[config.mk]
export PLATFORM = sky130hd
export DESIGN_NAME = ifid_stall_ctrl
export DESIGN_NICKNAME = d
export VERILOG_FILES = /design/src/rtl/pipe_pkg.sv /design/src/rtl/ifid_reg.sv /design/src/rtl/ifid_stall_ctrl.sv
export SDC_FILE = /design/constraint.sdc
export NUM_CORES = 1
export LEC_CHECK = 0
export BUFFER_PORTS_ARGS = -buffer_cell sky130_fd_sc_hd__buf_2
export CELL_PAD_IN_SITES_DETAIL_PLACEMENT = 1
export CELL_PAD_IN_SITES_GLOBAL_PLACEMENT = 1
export CORE_MARGIN = 3
export CORE_UTILIZATION = 39
export CTS_BUF_LIST = sky130_fd_sc_hd__clkbuf_16
export CTS_CLUSTER_SIZE = 12
export DETAILED_ROUTE_END_ITERATION = 8
export PLACE_DENSITY_LB_ADDON = 0.25
export SLEW_MARGIN = 20
export SYNTH_ARGS = -nofsm -noshare
export SYNTH_HDL_FRONTEND = slang
export SYNTH_SLANG_ARGS = --single-unit
[constraint.sdc]
create_clock -name clk -period 3.5 [get_ports clk]
set_input_delay 0.175 -clock clk [delete_from_list [all_inputs] [get_ports clk]]
set_output_delay 0.175 -clock clk [all_outputs]
set_load 0.05 [all_outputs]
[src/rtl/pipe_pkg.sv]
// Shared pipeline constants and the IF/ID stall-controller state encoding.
package pipe_pkg;

    localparam logic [4:0]  OP_HALT   = 5'b00000;
    localparam logic [15:0] NOP_INSTR = 16'h0800;
    localparam int          IFID_W    = 33;

    typedef enum logic [1:0] {
        RUN    = 2'd0,
        HOLD   = 2'd1,
        SQUASH = 2'd2,
        HALT   = 2'd3
    } state_t;

    function automatic logic [IFID_W-1:0] ifid_squash_word();
        return {1'b0, NOP_INSTR, 16'h0000};
    endfunction

endpackage

[src/rtl/ifid_reg.sv]
// IF/ID pipeline register {valid, instr, pc_plus2}; squash overrides hold.
module ifid_reg
    import pipe_pkg::*;
(
    input  logic              clk,
    input  logic              rst_n,
    input  logic              hold,
    input  logic              squash,
    input  logic [IFID_W-1:0] d,
    output logic [IFID_W-1:0] q
);

    always_ff @(posedge clk or negedge rst_n) begin
        if (!rst_n) begin
            q <= ifid_squash_word();
        end else if (squash) begin
            q <= ifid_squash_word();
        end else if (!hold) begin
            q <= d;
        end
    end

endmodule

[src/rtl/ifid_stall_ctrl.sv]
// Fetch/decode stall, flush and halt controller owning the IF/ID register and PC enable.
// Optional STALL_PERF_CNT_EN adds stall/flush performance counters.
module ifid_stall_ctrl
    import pipe_pkg::*;
#(
    parameter int MAX_STALL = 8,
    parameter int CNT_W     = 4
) (
    input  logic        clk,
    input  logic        rst_n,
    input  logic        stall,
    input  logic        flush,
    input  logic        imem_rdy,
    input  logic [15:0] instr_in,
    input  logic [15:0] pc_plus2_in,
    output logic        pc_wr_en,
    output logic        idex_bubble,
    output logic [15:0] ifid_instr,
    output logic [15:0] ifid_pc_plus2,
    output logic        ifid_valid,
    output logic        halted,
`ifdef STALL_PERF_CNT_EN
    output logic [15:0] perf_stall_cnt,
    output logic [15:0] perf_flush_cnt,
`endif
    output logic        stall_err
);

    state_t             state_q, state_nxt;
    logic [CNT_W-1:0]   cnt_q, cnt_nxt;
    logic               hold, squash, halt_det;
    logic [IFID_W-1:0]  ifid_q;

    assign ifid_valid    = ifid_q[32];
    assign ifid_instr    = ifid_q[31:16];
    assign ifid_pc_plus2 = ifid_q[15:0];

    assign halt_det = ifid_valid && (ifid_instr[15:11] == OP_HALT) && !stall && !flush;

    always_ff @(posedge clk or negedge rst_n) begin
        if (!rst_n) begin
            state_q <= RUN;
        end else begin
            state_q <= state_nxt;
        end
    end

    // The HALT word itself stays in IF/ID on the detect cycle so decode sees it frozen.
    always_comb begin
        state_nxt   = state_q;
        pc_wr_en    = 1'b0;
        idex_bubble = 1'b0;
        hold        = 1'b0;
        squash      = 1'b0;
        if (flush) begin
            pc_wr_en    = 1'b1;
            idex_bubble = 1'b1;
            squash      = 1'b1;
            state_nxt   = SQUASH;
        end else if (stall) begin
            idex_bubble = 1'b1;
            hold        = 1'b1;
            state_nxt   = HOLD;
        end else if (halted) begin
            hold        = 1'b1;
            state_nxt   = HALT;
        end else if (halt_det) begin
            pc_wr_en    = imem_rdy;
            hold        = 1'b1;
            state_nxt   = HALT;
        end else if (!imem_rdy) begin
            squash      = 1'b1;
            state_nxt   = RUN;
        end else begin
            pc_wr_en    = 1'b1;
            state_nxt   = RUN;
        end
    end

    ifid_reg u_ifid_reg (
        .clk    (clk),
        .rst_n  (rst_n),
        .hold   (hold),
        .squash (squash),
        .d      ({1'b1, instr_in, pc_plus2_in}),
        .q      (ifid_q)
    );

    always_comb begin
        cnt_nxt = '0;
        if (stall && !flush) begin
            cnt_nxt = (cnt_q == {CNT_W{1'b1}}) ? cnt_q : cnt_q + 1'b1;
        end
    end

    always_ff @(posedge clk or negedge rst_n) begin
        if (!rst_n) begin
            cnt_q     <= '0;
            halted    <= 1'b0;
            stall_err <= 1'b0;
        end else begin
            cnt_q <= cnt_nxt;
            if (flush) begin
                halted <= 1'b0;
            end else if (halt_det) begin
                halted <= 1'b1;
            end
            // Sticky once the run of stalls reaches the limit.
            if (stall && !flush && (cnt_nxt >= CNT_W'(MAX_STALL))) begin
                stall_err <= 1'b1;
            end
        end
    end

`ifdef STALL_PERF_CNT_EN
    always_ff @(posedge clk or negedge rst_n) begin
        if (!rst_n) begin
            perf_stall_cnt <= 16'h0000;
            perf_flush_cnt <= 16'h0000;
        end else begin
            if (stall && !flush) begin
                perf_stall_cnt <= perf_stall_cnt + 16'h0001;
            end
            if (flush) begin
                perf_flush_cnt <= perf_flush_cnt + 16'h0001;
            end
        end
    end
`endif

endmodule
==> metrics.csv, run 1 <==
stage,metric,value,unit
run_status,status,"complete, no violations",
power_and_ir_drop,power_density,458,nW/um2
setup_path,cp_slowest_stage_delay,860,ps
yosys,avgSynthCellArea,10.9,um2
clock_network,clock-root-buffer,clkbuf_16,
sta,fmax,507,MHz
global_routing,use_met2,0.294,
die,die_area,5640,um2
power_and_ir_drop,total_power,0.00109,W
placement,dp_slack,1520,ps
placement,port_buffers,73,
yosys,synth_ff_type,dfrtp_1,
global_routing,antenna_found_initial,0,
setup_path,path_cells,nor2_1 -> o21a_2 -> mux2i_1,
finish,fill_cells,534,
finish,syn_to_final_growth,27.2,%
finish,final_nets,279,
drt,viasPerCell,5.00,
yosys,synthCells,171,
drt,vias,1469,
sta,grt_setup_unrepaired,false,
yosys,netlist_area,1860,um2
yosys,synth-edff-count,0,
global_routing,first_global_vias,1593,
finish,layout-drive-gt1-share,0.364,
drt,firstDrtPassIters,4,
drt,drt_wl_total,4640,um
sta,drv_slew,0,
yosys,seq_area_frac_synth,0.525,
clock_network,cts_sinks,39,
yosys,ys_seq_elements,39,
setup_path,cp-endpoint,u_ifid_reg.q[10],
setup_path,slowest_stage,o21a_2,
finish,final_area,2370,um2
run,drv_cap,0,
global_routing,grtUsageMet1,0.239,
sta,period_share,0.563,
die,start_util,0.416,
yosys,ys_async_sr_fraction,1.00,
die,coreArea,4470,um2
clock_network,ctsResizeCount,0,
clock_network,clock_path_buffers,2,
drt,drcViolationCount,0,
drt,final_antenna_net_count,0,
yosys,yosys.area.top_type,dfrtp_1,
clock_network,cts_buffers,5,
placement,place_hpwl,3250,um
sta,tns,0,ps
global_routing,grt_usage,0.185,
finish,multi_input_area,813,um2
clock_network,cts.clk_slew.worst_paths,60,ps
clock_network,clkLatencyLatePin,280,ps
die,design.portCount,74,
yosys,yosys_warnings,0,
worst_hold_path,hp-class,input pin to asynchronous set/reset pin,
setup_path,critPathKind,register to register,
drt,first_iter_violations,76,
sta,tightest_slew,977,ps
setup_path,reg2regPathDepth,3,
setup_path,critPathRequiredTime,3690,ps
finish,final_util,0.529,
placement,place_congestion,0.763,
setup_path,endpoint_kind,register,
yosys,synth_top_area_frac,0.511,
yosys,synthesis.nets,209,
global_routing,grt_max_degree,40,
setup_path,rrSetupSlack,1530,ps
global_routing,use_met3,0.0507,
drt,wl_per_cell,15.8,um
global_routing,grt_pass1_wl,7770,um
clock_network,cts_setup_buffers,0,
power_and_ir_drop,power.leakage,1.26,nW
placement,place_area,2230,um2
sta,hold_viol,0,
yosys,yosysUniqueCellTypes,28,
power_and_ir_drop,peakVddDrop,0.000237,V
sta,setup_viol,0,
setup_path,worst_setup_path_start_kind,register,
setup_path,path_max_fanout,32,
finish,diodes,0,
finish,ff_latch_area,977,um2
clock_network,holdBufCountCts,0,
global_routing,top_usage_layer,met2,
sta,period_needed,1970,ps
sta,clock_skew,5.47,ps
die,die_x,75.1,um
setup_path,crit_arrival,2160,ps
die,die_h,75.1,um
yosys,synth.area.top_cells,"dfrtp_1, mux2i_1, nand2b_1, nand2_1, buf_6",
sta,slew_headroom,0.349,
setup_path,r2r_start,halted,
clock_network,h-tree-depth,2,
global_routing,grt.overflow.total,0,
sta,setup_ws,1530,ps
setup_path,startpoint,halted,
setup_path,timing.rr.end,u_ifid_reg.q[10],
die,rows,24,
clock_network,cts_tree,done,
==> metal layers <==
metal / wire, um / share of wire
met1: 2040 / 0.44
met4: 74 / 0.016
met3: 272 / 0.059
met2: 2250 / 0.49
met5: 0 / 0
==> cell usage after synthesis (2+ instances only) <==
cell type  number
or2_2           3
clkbuf_1        7
dfrtp_1        38
mux2i_1        30
nand2b_1       30
a31o_2          2
nor2b_1         2
nand2_1        28
nor2_1          7
buf_6           4
nor3b_1         3
==> how the worst min path moves through the flow <==
stage               startpoint                to  slack [ps]  depth (start not counted)
floorplan                rst_n          cnt_q[0]        -120                          0
global placement         rst_n  u_ifid_reg.q[22]         340                          1
detailed placement       rst_n  u_ifid_reg.q[17]         350                          1
CTS                      rst_n  u_ifid_reg.q[17]          50                          1
global route             rst_n  u_ifid_reg.q[22]          90                          1
finish                   rst_n  u_ifid_reg.q[22]          10                          1
==> sequential cells by signal, summed over array words and instances (netlist names) <==
signal and count:
halted 1, u_ifid_reg.q 33, cnt_q 4, stall_err 1
==> cells by family (layout without fill, tap and decap cells) <==
family,count (synthesis),in the layout,share of synthesized area
and+or+nand+nor,77,77,0.218
DFF,39,39,0.525
muxes,30,30,0.161
buffers and inverters,12,83,0.0403
AOI/OAI and AO/OA,11,11,0.0437
adders and majority gates,1,1,0.00672
xor gates and xnor gates,1,1,0.00471
==> per-stage QoR <==
stage | hold WS, ps | instances
final | 12.9 | 294
after global routing | 94.7 | 294
after CTS | 54.2 | 294
after detailed placement | 354 | 286
after global placement | 341 | 286
after floorplan | -121 | 171
==> cell usage in the layout, fill, tap and decap left out, types with 2 or more instances in the layout <==
cell	synthesis	layout
clkbuf_16	0	5
clkinv_1	0	2
buf_2	0	73
nor2_1	7	7
nor3b_1	3	3
or2_2	3	3
inv_1	1	2
nand2_1	28	28
nand2b_1	30	30
dfrtp_1	38	38
a31o_2	2	2
mux2i_1	30	30
==> report_power, final <==
part / leakage (nW) / internal (W) / total, W / switching (W)
clock: 0.0701 / 0.000256 / 0.000424 / 0.000168
combinational: 0.667 / 0.0000572 / 0.000181 / 0.000124
sequential: 0.528 / 0.000469 / 0.000481 / 0.0000113
==> worst max-delay path, delay by kind of cell (launching register included) <==
family	cells	cell delay [ps]
flip-flops	1	400
AND/OR/NAND/NOR	1	320
AO/OA/AOI/OAI	1	860
multiplexers	1	280
==> cell type report <==
type / instances / area share
well taps: 52 / 0.0275
clock buffers: 5 / 0.0528
repair buffers: 74 / 0.157
multi-input cells: 120 / 0.343
clock inverters: 3 / 0.00475
flip-flops and latches: 39 / 0.413
inverters: 1 / 0.00158
Note: power is estimated with default switching activity, not from simulation.
==> run 2, diff against run 1 <==
ABC_AREA = 1   (was default)
CORE_UTILIZATION = 33   (was 39)
clock period = 1.98 ns   (was 3.5 ns; I/O delays follow)
==> metrics.csv, run 2 <==
stage,metric,value,unit,change
setup_path,path_cells,inv_1 -> nand4_1 -> nor2_1 -> inv_1 -> buf_4 -> nand3_1 -> nand2_1,,was nor2_1 -> o21a_2 -> mux2i_1
global_routing,use_met2,0.251,,was 0.294
power_and_ir_drop,power_density,826,nW/um2,was 458 nW/um2
yosys,yosys_warnings,0,,unchanged
sta,setup_ws,438,ps,was 1530 ps
drt,drcViolationCount,0,,unchanged
finish,instances_no_fill,335,,was 294
global_routing,grtUsageMet1,0.190,,was 0.239
yosys,yosysUniqueCellTypes,19,,was 28
drt,drt_wl_total,4310,um,was 4640 um
yosys,synthCells,192,,was 171
worst_hold_path,hp-class,input pin to register,,was input pin to asynchronous set/reset pin
yosys,seq_area_frac_synth,0.578,,was 0.525
drt,firstDrtPassIters,4,,unchanged
power_and_ir_drop,total_power,0.00184,W,was 0.00109 W
drt,viasPerCell,4.56,,was 5.00
sta,fmax,648,MHz,was 507 MHz
finish,diodes,0,,unchanged
setup_path,cp_top_family,buffers and inverters,,was compound AO/OA/AOI/OAI gates
die,design.portCount,74,,unchanged
yosys,ys_async_sr_fraction,1.00,,unchanged
yosys,synth_ff_type,dfrtp_1,,unchanged
drt,wl_per_cell,12.9,um,was 15.8 um
yosys,synth.area.top_cells,"dfrtp_1, nand2_1, nand3_1, inv_1, nand2_2",,"was dfrtp_1, mux2i_1, nand2b_1, nand2_1, buf_6"
finish,final_cell_mix,"buf_2, nand2_1, dfrtp_1",,"was buf_2, dfrtp_1, nand2b_1, mux2i_1, nand2_1"
placement,placed_cells_incl_taps,326,,was 286
finish,syn_to_final_growth,31.8,%,was 27.2%
clock_network,clock_path_buffers,2,,unchanged
yosys,synthesis.nets,230,,was 209
run,drv_cap,0,,unchanged
power_and_ir_drop,peakVddDrop,0.000450,V,was 0.000237 V
placement,place_congestion,0.705,,was 0.763
setup_path,endpoint_kind,register,,unchanged
global_routing,use_met3,0.0592,,was 0.0507
placement,place_hpwl,3200,um,was 3250 um
clock_network,cts_setup_buffers,0,,unchanged
setup_path,cp_slowest_stage_delay,530,ps,was 860 ps
finish,largest_reg_flops,33,,unchanged
setup_path,path_max_fanout,14,,was 32
clock_network,holdBufCountCts,1,,was 0
yosys,avgSynthCellArea,8.80,um2,was 10.9 um2
clock_network,cts_sinks,39,,unchanged
finish,final_nets,305,,was 279
clock_network,h-tree-depth,2,,unchanged
finish,largest-register,u_ifid_reg.q,,unchanged
run_status,status,"complete, no violations",,unchanged
die,die_area,6020,um2,was 5640 um2
global_routing,antenna_found_initial,0,,unchanged
die,rows,25,,was 24
clock_network,cts_buffers,5,,unchanged
die,start_util,0.349,,was 0.416
clock_network,ctsResizeCount,0,,unchanged
yosys,ys_seq_elements,39,,unchanged
global_routing,grt_pass1_wl,7380,um,was 7770 um
drt,vias,1527,,was 1469
die,die_x,77.6,um,was 75.1 um
setup_path,slowest_stage,dfstp_2,,was o21a_2
setup_path,worst_setup_path_start_kind,register,,unchanged
clock_network,cts.clk_slew.worst_paths,60,ps,about the same
yosys,netlist_area,1690,um2,was 1860 um2
global_routing,grt_max_degree,40,,unchanged
placement,dp_slack,423,ps,was 1520 ps
power_and_ir_drop,power.leakage,1.35,nW,was 1.26 nW
sta,setup_viol,0,,unchanged
sta,tns,0,ps,unchanged
sta,slew_headroom,0.426,,was 0.349
finish,layout-drive-gt1-share,0.336,,was 0.364
sta,grt_setup_unrepaired,false,,unchanged
yosys,synth_top_area_frac,0.563,,was 0.511
sta,whs,53.9,ps,was 12.9 ps
finish,final_common_cell,buf_2,,unchanged
setup_path,cp_common_cell,inv_1,,
placement,port_buffers,73,,unchanged
clock_network,cts_tree,done,,unchanged
yosys,ys_top_cells_by_count,"nand2_1, dfrtp_1, nand3_1",,"was dfrtp_1, mux2i_1, nand2b_1"
drt,final_antenna_net_count,0,,unchanged
die,die_h,77.6,um,was 75.1 um
clock_network,clock-root-buffer,clkbuf_16,,unchanged
sta,clock_skew,4.52,ps,was 5.47 ps
sta,hold_viol,0,,unchanged
global_routing,top_usage_layer,met2,,unchanged
global_routing,grt.overflow.total,0,,unchanged
setup_path,rrSetupSlack,440,ps,was 1530 ps
global_routing,first_global_vias,1519,,was 1593
setup_path,crit_arrival,1750,ps,was 2160 ps
clock_network,clkLatencyLatePin,270,ps,was 280 ps
global_routing,grt_usage,0.153,,was 0.185
setup_path,critPathKind,register to register,,unchanged
sta,tightest_slew,861,ps,was 977 ps
sta,drv_slew,0,,unchanged
yosys,yosys.area.top_type,dfrtp_1,,unchanged
yosys,synth-edff-count,0,,unchanged
yosys,synth.most_common_cell,nand2_1,,was dfrtp_1
die,coreArea,4850,um2,was 4470 um2
setup_path,crit_buf_inv,3,,was 0
drt,first_iter_violations,50,,was 76
setup_path,critPathRequiredTime,2190,ps,was 3690 ps
sta,period_needed,1540,ps,was 1970 ps
finish,reg_top3,"u_ifid_reg.q x33, cnt_q x4",,unchanged
sta,period_share,0.779,,was 0.563
## run 2: cells by family (layout without fill, tap and decap cells)
family,count (synthesis),after routing,share of synthesized area
AND/OR/NAND/NOR,122,122,0.315
buffers and inverters,23,99,0.0785
adder cells (fa/ha/maj),1,1,0.00740
flip-flops,39,39,0.578
AO/OA/AOI/OAI,7,7,0.0207
## run 2: area by class of cell
cell class	instances	area (um2)
clock inverter	3	11.3
tap	67	83.8
multi-input combinational	130	581
sequential	39	977
clock buffer	5	125
timing repair buffer	77	398
inverter	14	52.6
fill	617	2620
## run 2: worst paths after layout
path / from / cells after the start / end
max in group asynchronous: rst_n / 2 / cnt_q[0]
min in group asynchronous: rst_n / 2 / cnt_q[2]
worst max-delay path: u_ifid_reg.q[27] / 7 / u_ifid_reg.q[20]
worst max register to register: u_ifid_reg.q[27] / 7 / u_ifid_reg.q[20]
worst min register to register: u_ifid_reg.q[21] / 2 / u_ifid_reg.q[21]
worst min-delay path: pc_plus2_in[1] / 3 / u_ifid_reg.q[1]
## run 2: metal layers
metal | share of wire | wire, um
met5 | 0 | 0
met4 | 0.0081 | 35
met3 | 0.069 | 299
met2 | 0.47 | 2020
met1 | 0.45 | 1960
## run 2: per-stage QoR
step | util | cell area, um2
final | 0.460 | 2230
after global routing | 0.460 | 2230
after CTS | 0.460 | 2230
after detailed placement | 0.429 | 2080
after global placement | 0.429 | 2080
after floorplan | - | 1690
## run 2: power by group
| part | total (W) | internal (W) | switching (W) | leakage [nW] |
|---|---|---|---|---|
| combinational | 0.000258 | 0.0000680 | 0.000190 | 0.753 |
| clock | 0.000737 | 0.000453 | 0.000285 | 0.0701 |
| sequential | 0.000845 | 0.000827 | 0.0000175 | 0.530 |
| total | 0.00184 | 0.00135 | 0.000493 | 1.35 |
## run 2: worst min-delay path: stages
cell     delay (ps)
buf_2            80
nand3_1          60
nand2_1          60
